<file path="src/rtl/priority_decoder_accum.sv">
// -----------------------------------------------------------------------------
// priority_decoder_accum
//
// Consumer-side inverse of the iterative-scan 8-to-3 priority encoder.
// Encoded bit indices arrive one per beat over a valid/ready handshake. Each
// accepted index produces a one-cycle one-hot strobe and is ORed into a frame
// accumulator. On the frame's last beat, the rebuilt vector is offered on an
// output handshake and held until the consumer takes it.
//
// Optional feature (compile-time macro ORDER_CHECK_EN):
//   defined   - track the previous index of the frame and raise a sticky
//               order_err when a non-first beat is not strictly ascending
//   undefined - no order tracking; order_err is tied low
//
// Ports:
//   clk         in   rising-edge clock
//   rst         in   synchronous, active-high reset
//   in_code     in   encoded bit index (0 = LSB)
//   in_last     in   final index of the current frame
//   in_valid    in   in_code/in_last valid
//   in_ready    out  block can accept a beat (low while rst is high)
//   onehot      out  registered strobe 1<<in_code, one cycle per accepted beat
//   mask        out  rebuilt vector of the most recently completed frame
//   mask_valid  out  mask offered; held until mask_ready
//   mask_ready  in   consumer takes mask
//   order_err   out  sticky frame-order error flag
// -----------------------------------------------------------------------------
module priority_decoder_accum #(
    parameter  int SEL_W = 3,
    localparam int OUT_W = 2**SEL_W
) (
    input  logic             clk,
    input  logic             rst,
    input  logic [SEL_W-1:0] in_code,
    input  logic             in_last,
    input  logic             in_valid,
    output logic             in_ready,
    output logic [OUT_W-1:0] onehot,
    output logic [OUT_W-1:0] mask,
    output logic             mask_valid,
    input  logic             mask_ready,
    output logic             order_err
);

    typedef enum logic {
        ACCUM = 1'b0,
        HOLD  = 1'b1
    } state_t;

    state_t           state;
    state_t           state_nxt;
    logic [OUT_W-1:0] acc;
    logic [OUT_W-1:0] acc_nxt;
    logic [OUT_W-1:0] mask_nxt;
    logic [OUT_W-1:0] onehot_nxt;
    logic [OUT_W-1:0] code_bit;
    logic             mask_valid_nxt;
    logic             accept;

    assign in_ready = (state == ACCUM) && !rst;
    assign accept   = in_valid && in_ready;
    assign code_bit = OUT_W'(1'b1) << in_code;

    always_comb begin
        // NOTE: every signal written here gets a default first, so no branch
        // can leave one unassigned and infer a latch.
        state_nxt      = state;
        acc_nxt        = acc;
        mask_nxt       = mask;
        mask_valid_nxt = mask_valid;
        onehot_nxt     = accept ? code_bit : '0;

        case (state)
            ACCUM: begin
                if (accept) begin
                    if (in_last) begin
                        mask_nxt       = acc | code_bit;
                        mask_valid_nxt = 1'b1;
                        acc_nxt        = '0;
                        state_nxt      = HOLD;
                    end else begin
                        acc_nxt = acc | code_bit;
                    end
                end
            end
            HOLD: begin
                if (mask_ready) begin
                    mask_valid_nxt = 1'b0;
                    state_nxt      = ACCUM;
                end
            end
            default: state_nxt = ACCUM;
        endcase
    end

    // NOTE: sequential state uses non-blocking assignments so every register
    // samples the pre-edge values, independent of statement order.
    always_ff @(posedge clk) begin
        if (rst) begin
            state      <= ACCUM;
            acc        <= '0;
            onehot     <= '0;
            mask       <= '0;
            mask_valid <= 1'b0;
        end else begin
            state      <= state_nxt;
            acc        <= acc_nxt;
            onehot     <= onehot_nxt;
            mask       <= mask_nxt;
            mask_valid <= mask_valid_nxt;
        end
    end

`ifdef ORDER_CHECK_EN
    logic [SEL_W-1:0] prev;
    logic             first_beat;

    // Every accepted beat sets a bit in acc, so an empty accumulator means no
    // beat of the current frame has been accepted yet.
    assign first_beat = (acc == '0);

    always_ff @(posedge clk) begin
        if (rst) begin
            prev      <= '0;
            order_err <= 1'b0;
        end else if (accept) begin
            prev <= in_last ? '0 : in_code;
            if (first_beat) begin
                order_err <= 1'b0;
            end else if (in_code <= prev) begin
                order_err <= 1'b1;
            end
        end
    end
`else
    assign order_err = 1'b0;
`endif

endmodule

</file>
<file path="config.mk">
export PLATFORM = sky130hd
export DESIGN_NAME = priority_decoder_accum
export DESIGN_NICKNAME = d
export VERILOG_FILES = /design/src/rtl/priority_decoder_accum.sv
export SDC_FILE = /design/constraint.sdc
export NUM_CORES = 1
export LEC_CHECK = 0
export ABC_AREA = 0
export CAP_MARGIN = 15
export CORE_ASPECT_RATIO = 0.6
export CORE_MARGIN = 8
export CORE_UTILIZATION = 40
export DETAILED_ROUTE_END_ITERATION = 8
export PLACE_DENSITY = 0.82
export SLEW_MARGIN = 20
export SYNTH_ARGS = -nofsm -noshare
export SYNTH_HDL_FRONTEND = slang
export SYNTH_SLANG_ARGS = --single-unit
</file>
<file path="constraint.sdc">
create_clock -name clk -period 1.4 [get_ports clk]
set_clock_uncertainty 0.15 [all_clocks]
set_input_delay 0.28 -clock clk [delete_from_list [all_inputs] [get_ports clk]]
set_output_delay 0.28 -clock clk [all_outputs]
set_load 0.02 [all_outputs]
</file>
## Yosys cells after proc, flatten, opt, wreduce, memory -nomap -nowiden

Cells that the tools add are included.

- Output and inout port bits: 19
- Logic and storage cells: 28
- Flip-flop bits (word level): 26
- Input bits: 8

- Multiplexer cells: 9
- Reduce and logical (&&, ||, !) cells: 7
- Eq/ne operators: 3
- Shift operators: 1
- Bitwise logic cells: 3

Operator list:

| cell | count |
|---|---|
| 2-to-1 mux 8 bit | 1 |
| OR 8 bit | 1 |
| << shifter 1 x 3 -> 8 bit (first input constant) | 1 |
| 2-to-1 mux 1 bit | 6 |
| != test 2 bit (second input constant) | 3 |
| AND reduction 3 bit | 2 |
| case mux 1 bit (2 select lines) | 2 |
| logical AND 1 bit | 2 |
| inverter 1 bit | 2 |
| AND reduction 2 bit | 1 |
| OR reduction 2 bit | 1 |
| zero test 1 bit | 1 |

## Longest topological paths before layout

Gate-level depths: netlist (run 1).

- Depth in word-level cells: 5
- Gate-level depth with buffers: 4
- Mapped depth without buffers: 3

## Least setup slack after synthesis (run 1)

Ideal clock, no wire load.

- Path kind: flip-flop to flip-flop
- Start: reg state
- End: reg acc[0]
- Data arrival time: 1.142 ns
- Path buffers: 0
- Path slack: 0.049 ns
- Library setup time: 0.058 ns
- Cell stages (with the launch flop): 4
- Required time: 1.192 ns
- Period minus slack after synthesis: 1.351 ns
- Cell sequence: dfxtp_1 > or4b_4 > nor3_4 > o21a_1

- Word-level cells in the longest chain between the ends: 4

RTL lines:

| element | RTL line | source |
|---|---|---|
| from (decl) | 50 | `state_t state;` |
| from (signal assigned) | 106 | `state <= state_nxt;` |
| inverter 1 bit (*) | - |  |
| logical AND 1 bit | 60 | `assign in_ready = (state == ACCUM) && !rst;` |
| logical AND 1 bit | 61 | `assign accept = in_valid && in_ready;` |
| AND reduction 2 bit (no line) (*) | - |  |
| to (signal assigned) | 107 | `acc <= acc_nxt;` |
| to (decl) | 52 | `logic [OUT_W-1:0] acc;` |

Mark *: on every way between the ends. The rest lies on a longest branch, timed or not.
A chain may end at the register's enable or synchronous reset.

## Final worst setup path (run 1)

Same ends and word-level chain as after synthesis.

==> results of run 1 <==
[cell usage in the layout (no fill, tap or decap), types with 4 or more instances in the layout]
cell type        synthesis  routed
nor2_2                   3       4
nor3_1                   9       5
nor2_1                  14       8
dlygate4sd2_1            0       9
a311oi_2                 0       6
nor3_2                   0       4
buf_4                    1      14
clkdlybuf4s15_1          0       5
o21a_1                   8       8
dfxtp_1                 26      24
nor2_4                   0       5
inv_1                    4       4
buf_6                    0       4
clkbuf_2                 0       7
[cells in the mapped netlist, drive strengths merged]
library cell | n | share of area, %
a211oi | 2 | 1.6
nor4bb | 1 | 1.1
a311oi | 6 | 5.7
buf | 1 | 0.82
nand4bb | 2 | 2.4
or4b | 1 | 1.5
dfxtp | 26 | 57
a21oi | 2 | 1.1
o21a | 8 | 6.5
a31oi | 1 | 1.4
conb | 1 | 0.41
nand2 | 2 | 0.82
clkbuf | 5 | 2.0
inv | 4 | 1.6
nor2 | 17 | 7.7
nor3 | 10 | 6.7
nand2b | 3 | 2.0
[power by group through the flow]
stage	sequential [mW]	clock (mW)	combinational, mW
global route	0.777	0.667	0.248
finish	0.774	0.617	0.233
CTS	0.773	0.625	0.203
detailed placement	0.789	0	0.198
floorplan	0.809	0	0.0739
global placement	0.788	0	0.194
[final cells by class]
cell class / count / share of cell area [%]
inverters: 4 / 0.998
multi-input cells: 56 / 33.0
well taps: 30 / 2.50
clock inverters: 1 / 2.00
repair buffers: 43 / 23.8
clock buffers: 3 / 2.75
flip-flops and latches: 26 / 34.9
[per-layer routing]
| layer | up-vias | routed length [um] |
|---|---|---|
| met5 | - | 0 |
| met4 | 0 | 15 |
| met3 | 2 | 156 |
| met2 | 24 | 1370 |
| met1 | 407 | 1210 |
| li1 | 401 | - |
[registers in the layout (all words and copies together), names as in the netlist]
| register | flops |
|---|---|
| acc | 8 |
| mask | 8 |
| state | 1 |
| mask_valid | 1 |
| onehot | 8 |
[what timing repair did]
item | 4_1_cts | 5_1_grt
resized for setup | 41 | 38
cloned | 1 | 0
pin swaps | 8 | 8
buffers inserted | 2 | 1
endpoints found under the setup margin | 41 | 32
[stage by stage]
step | power (mW) | util [%] | hold slack (ns) | cells
6_report | 1.62 | 69.0 | 0.0810 | 163
3_3_place_gp | 0.982 | 59.1 | 0.303 | 155
4_1_cts | 1.60 | 65.0 | 0.206 | 162
2_1_floorplan | 0.883 | - | 0.209 | 92
3_5_place_dp | 0.987 | 59.1 | 0.318 | 155
5_1_grt | 1.69 | 69.0 | 0.0761 | 163
[logic make-up after synthesis]
logic type	after synthesis	share of synthesized area (%)
and+or+nand+nor	36	22.3
buffers and inverters	10	4.48
other	1	0.407
AOI/OAI and AO/OA	19	16.3
DFF	26	56.5
[worst max path at each step]
stage	startpoint	end	slack (ns)	depth (start not counted)
floorplan	state$_SDFF_PP0_	acc[0]$_SDFFE_PP0P_	0.05	3
detailed placement	rst	acc[0]$_SDFFE_PP0P_	-0.56	5
CTS	state$_SDFF_PP0_	acc[0]$_SDFFE_PP0P_	-0.10	4
global route	state$_SDFF_PP0_	acc[0]$_SDFFE_PP0P_	-0.18	4
finish	state$_SDFF_PP0_	acc[0]$_SDFFE_PP0P_	-0.13	4
global placement	rst	acc[0]$_SDFFE_PP0P_	-0.50	5
==> reports/summary.txt, run 1 <==
Synth Warn # -> 0
Cts bufs inserted -> 3
Setup TNS -> -0.847 ns
Critical path data required time -> 1.47 ns
Post-route clock period utilization -> 109%
Sw Pwr -> 377 uW
Largest net degree at the start of global routing -> 16
Sequential fraction of the synthesis area -> 56.5%
Critical path cell sequence -> buf_6, or4b_4, nor3_4, o21a_1
Arrival time worst endpoint -> 1.60 ns
Clock network latency to the later pin of the worst-skew pair -> 0.27 ns
Peak supply drop -> 0.714 mV
Distinct cell type count after synthesis -> 19
# setup viols final -> 16
Clock Sinks -> 26
Avg Vias per Cell -> 5.12
Row count -> 13
First-pass GRT wire length -> 4210 um
Critical hold path startpoint -> rst
RSZ-0062 raised after global routing -> true
Height of the die -> 53.2 um
Tot GR Track Use -> 13.5%
Grt met2 use -> 23.9%
Fin crit period -> 1.53 ns
Grt met3 use -> 5.57%
Die X -> 77.9 um
Worst slack, placed -> -0.561 ns
Antenna viol nets, final -> 0
Cells after synthesis -> 92
Final Max Slew Viols -> 0
Ant. Diodes -> 0
Core Area -> 2180 um2
Net Sw Frac -> 23.2%
CTS root buffer -> clkbuf_8
Total congestion overflow -> 0
IO Port Bufs -> 25
Worst R2R Path Depth -> 4
Internal power -> 1.25 mW
Critical path's top delay family -> simple AND/OR/NAND/NOR gates
Post-Syn Area per Cell -> 10.0 um2
Initial core utilization -> 42.3%
Initial DRT Pass Iterations -> 4
DRT iter0 DRCs -> 100
Die footprint -> 4140 um2
WL/cell -> 16.9 um
CP max-delay cell -> or4b_4
Crit Path Max Fanout -> 4
FF-to-FF Start -> state$_SDFF_PP0_
Fmax -> 0.654 GHz
# DRC -> 0
Final GP Congestion -> 0.792
Final hold violation count -> 0
Layout Area Growth over Synthesis -> 63.3%
CP Launch Type -> flip-flop
Clk buf depth -> 2
Multi-input logic area -> 497 um2
Hold Crit Class -> in2reg
CTS tree -> built
GRT met1 Usage -> 14.9%
Setup CP Type -> reg2reg
# H-tree levels -> 1
Max-cap violations -> 0
Fin nets -> 142
Worst R2R Setup Slack -> -0.13 ns
Syn Std Cell Area -> 921 um2
Outcome -> finished with violations
Hold Path Depth -> 2
Crit end category -> flip-flop
Flops & latches, synth -> 26
WHS Endpoint -> mask_valid$_SDFFE_PP0P_
Failing checks -> negative setup slack
Layout fillers -> 170
Final instance area -> 1500 um2
Setup ws final -> -0.128 ns
LEAKAGE -> 0.618 nW
Number of global-route vias before repair -> 878
Combinational power share -> 14.3%
Placed Area -> 1290 um2
Flop pwr share -> 47.7%
Syn_nets -> 100
Clk slew on worst S/H paths -> 0.09 ns
Layout cells sized above 1 -> 43.6%
Routed Wire Length -> 2750 um
Crit Reg-Reg Endpoint -> acc[0]$_SDFFE_PP0P_
Initial antenna violation count -> 0
Vias -> 834
Hpwl dp -> 1770 um
FF+latch area -> 526 um2
Most used routing layer -> met2
CTS Hold Buffers Added -> 0
Ports -> 27
Clk network pwr share -> 38.0%
Power Dens Cells -> 1080 nW/um2
Crit path largest cell delay -> 0.57 ns
Buf+Inv Stages, Crit Path -> 1
Note: power is estimated with default switching activity, not from simulation.
==> run 2: changes to the inputs <==
- ABC_AREA: 0 -> unset
==> results of run 2 <==
No change in the layout: final DEF, timing and power equal those of run 1.
==> run 3: changes to the inputs <==
- ABC_AREA: unset -> 1
- CORE_UTILIZATION: 40 -> 44
- CTS_BUF_LIST: unset -> sky130_fd_sc_hd__clkbuf_8
- PLACE_DENSITY: 0.82 -> 0.87
==> run 3 against run 2 <==
Effect of this change:
- the run now ends clean
- area after synthesis grew 7.5%
- sequential share of layout area rose by 2.7 points
- non-clock buffer count decreased by 9
- clock-buffer cell count unchanged
- design area decreased by 8.1%
- largest power group unchanged
- combinational power is 18% lower
- sequential cell count is the same
- critical path type is now reg2out
- cell count increased by 25%
- first-iteration DRC count fell by 74%
- routed wire length is 17% lower
==> reports/summary.txt, run 3 <==
Tot GR Track Use -> 11.2%
Critical path data required time -> 0.97 ns
Syn_nets -> 146
Layout fillers -> 204
Final GP Congestion -> 0.807
Cells after synthesis -> 138
Fin crit period -> 1.35 ns
CTS root buffer -> clkbuf_8
Max-cap violations -> 0
Post-Syn Area per Cell -> 7.17 um2
Grt met3 use -> 6.16%
Syn Std Cell Area -> 990 um2
Hold Crit Class -> reg2reg
Utilization after layout -> 64.4%
Primary FF master, synth -> dfxtp_1
# H-tree levels -> 1
Largest registers -> acc: 8 flops, mask: 8 flops, onehot: 8 flops
EDFF count, synth -> 0
Synth Warn # -> 0
Sequential fraction of the synthesis area -> 52.6%
Number of global-route vias before repair -> 898
Outcome -> complete, no violations
GRT met1 Usage -> 10.4%
CTS Hold Buffers Added -> 0
Most used routing layer -> met2
Post-cts repair resize count -> 25
# DRC -> 0
Commonest non-fill, non-tap cell in the layout -> nor2_1
Post-Place Cells -> 200
Ant. Diodes -> 0
Row count -> 13
Most frequent cells in the layout -> 37 x nor2_1, 31 x nand2_1, 26 x dfxtp_1, 24 x inv_1
Setup ws final -> 0.0460 ns
Worst slack, placed -> -0.495 ns
WL/cell -> 11.1 um
Total congestion overflow -> 0
Post-CTS Setup Bufs -> 0
Async set or reset register ratio after synthesis -> 0%
Hpwl dp -> 1830 um
Grt met2 use -> 21.7%
Final hold violation count -> 0
Post-route clock period utilization -> 96.7%
Critical path's top delay family -> flip-flops
Die footprint -> 4070 um2
Peak supply drop -> 0.533 mV
Crit Path Max Fanout -> 2
Fmax -> 0.739 GHz
Vias -> 913
Multi-input logic area -> 359 um2
CTS tree -> built
Clk slew on worst S/H paths -> 0.08 ns
Fin cells -> 204
CP Launch Type -> flip-flop
LEAKAGE -> 0.715 nW
Placed Area -> 1330 um2
Final instance area -> 1380 um2
IO Port Bufs -> 25
DRT iter0 DRCs -> 26
Post-synth top area share -> 52.6%
WHS -> 0.325 ns
Layout cells sized above 1 -> 10.9%
RSZ-0062 raised after global routing -> false
First-pass GRT wire length -> 3710 um
# setup viols final -> 0
Crit path largest cell delay -> 0.33 ns
Height of the die -> 52.7 um
Arrival time worst endpoint -> 0.92 ns
Clk buf depth -> 2
Initial antenna violation count -> 0
Flops & latches, synth -> 26
Layout Area Growth over Synthesis -> 39.7%
Buf+Inv Stages, Crit Path -> 1
Initial DRT Pass Iterations -> 4
Clock network latency to the later pin of the worst-skew pair -> 0.26 ns
Avg Vias per Cell -> 4.48
FF+latch area -> 520 um2
Most common cell in the synthesized netlist -> nor2_1
Power Dens Cells -> 1130 nW/um2
Antenna viol nets, final -> 0
Distinct cell type count after synthesis -> 13
Routed Wire Length -> 2270 um
Core Area -> 2150 um2
Clock Sinks -> 26
Critical path cell sequence -> dlygate4sd2_1
Final Max Slew Viols -> 0
Ports -> 27
Largest net degree at the start of global routing -> 16
Crit end category -> output pin
Initial core utilization -> 46.1%
Cell taking the most area after synthesis -> dfxtp_1
Setup CP Type -> reg2out
Synth area leaders -> dfxtp_1 53%, nor2_1 14%, nand2_1 12%
Most frequent cells after synthesis -> 37 x nor2_1, 32 x nand2_1, 26 x dfxtp_1
CP max-delay cell -> dfxtp_1
Cts bufs inserted -> 3
Fin nets -> 183
Die X -> 77.2 um
[run 3: logic make-up (layout without fill, tap and decap cells)]
logic type / after synthesis / count (layout) / share of synthesized area, %
AO/OA/AOI/OAI: 5 / 5 / 2.53
buffers and inverters: 27 / 63 / 11.4
flip-flops: 26 / 26 / 52.6
other: 1 / 1 / 0.379
AND/OR/NAND/NOR: 79 / 79 / 33.1
[run 3: layout make-up]
class,count,share of cell area (%)
Clock buffer,3,2.99
Clock inverter,1,2.17
Sequential cell,26,37.6
Tap cell,30,2.71
Timing Repair Buffer,34,21.7
Inverter,25,6.79
Multi-Input combinational cell,85,26.0
[run 3: stage by stage]
step	setup TNS, ns	power (mW)
6_report	0	1.57
5_1_grt	0	1.64
4_1_cts	0	1.58
3_5_place_dp	-6.10	0.991
3_3_place_gp	-5.31	0.982
2_1_floorplan	0	0.890
[run 3: final timing paths]
kind	startpoint	to	slack, ns	depth (start not counted)
hold / removal	acc[4]$_SDFFE_PP0P_	acc[4]$_SDFFE_PP0P_	0.33	2
setup / recovery	mask[5]$_SDFFE_PP0P_	mask[5]	0.05	1
setup reg to reg	state$_SDFF_PP0_	acc[0]$_SDFFE_PP0P_	0.08	5
hold reg to reg	acc[4]$_SDFFE_PP0P_	acc[4]$_SDFFE_PP0P_	0.33	2
[run 3: layer usage]
layer,vias to the layer above,routed length (um)
met1,413,924
met5,-,0
li1,473,-
met3,4,186
met2,23,1120
met4,0,48
[run 3: power breakdown]
part / switching [mW] / internal (mW)
registers: 0.0104 / 0.761
clock network: 0.220 / 0.382
logic: 0.112 / 0.0797
total: 0.342 / 1.22
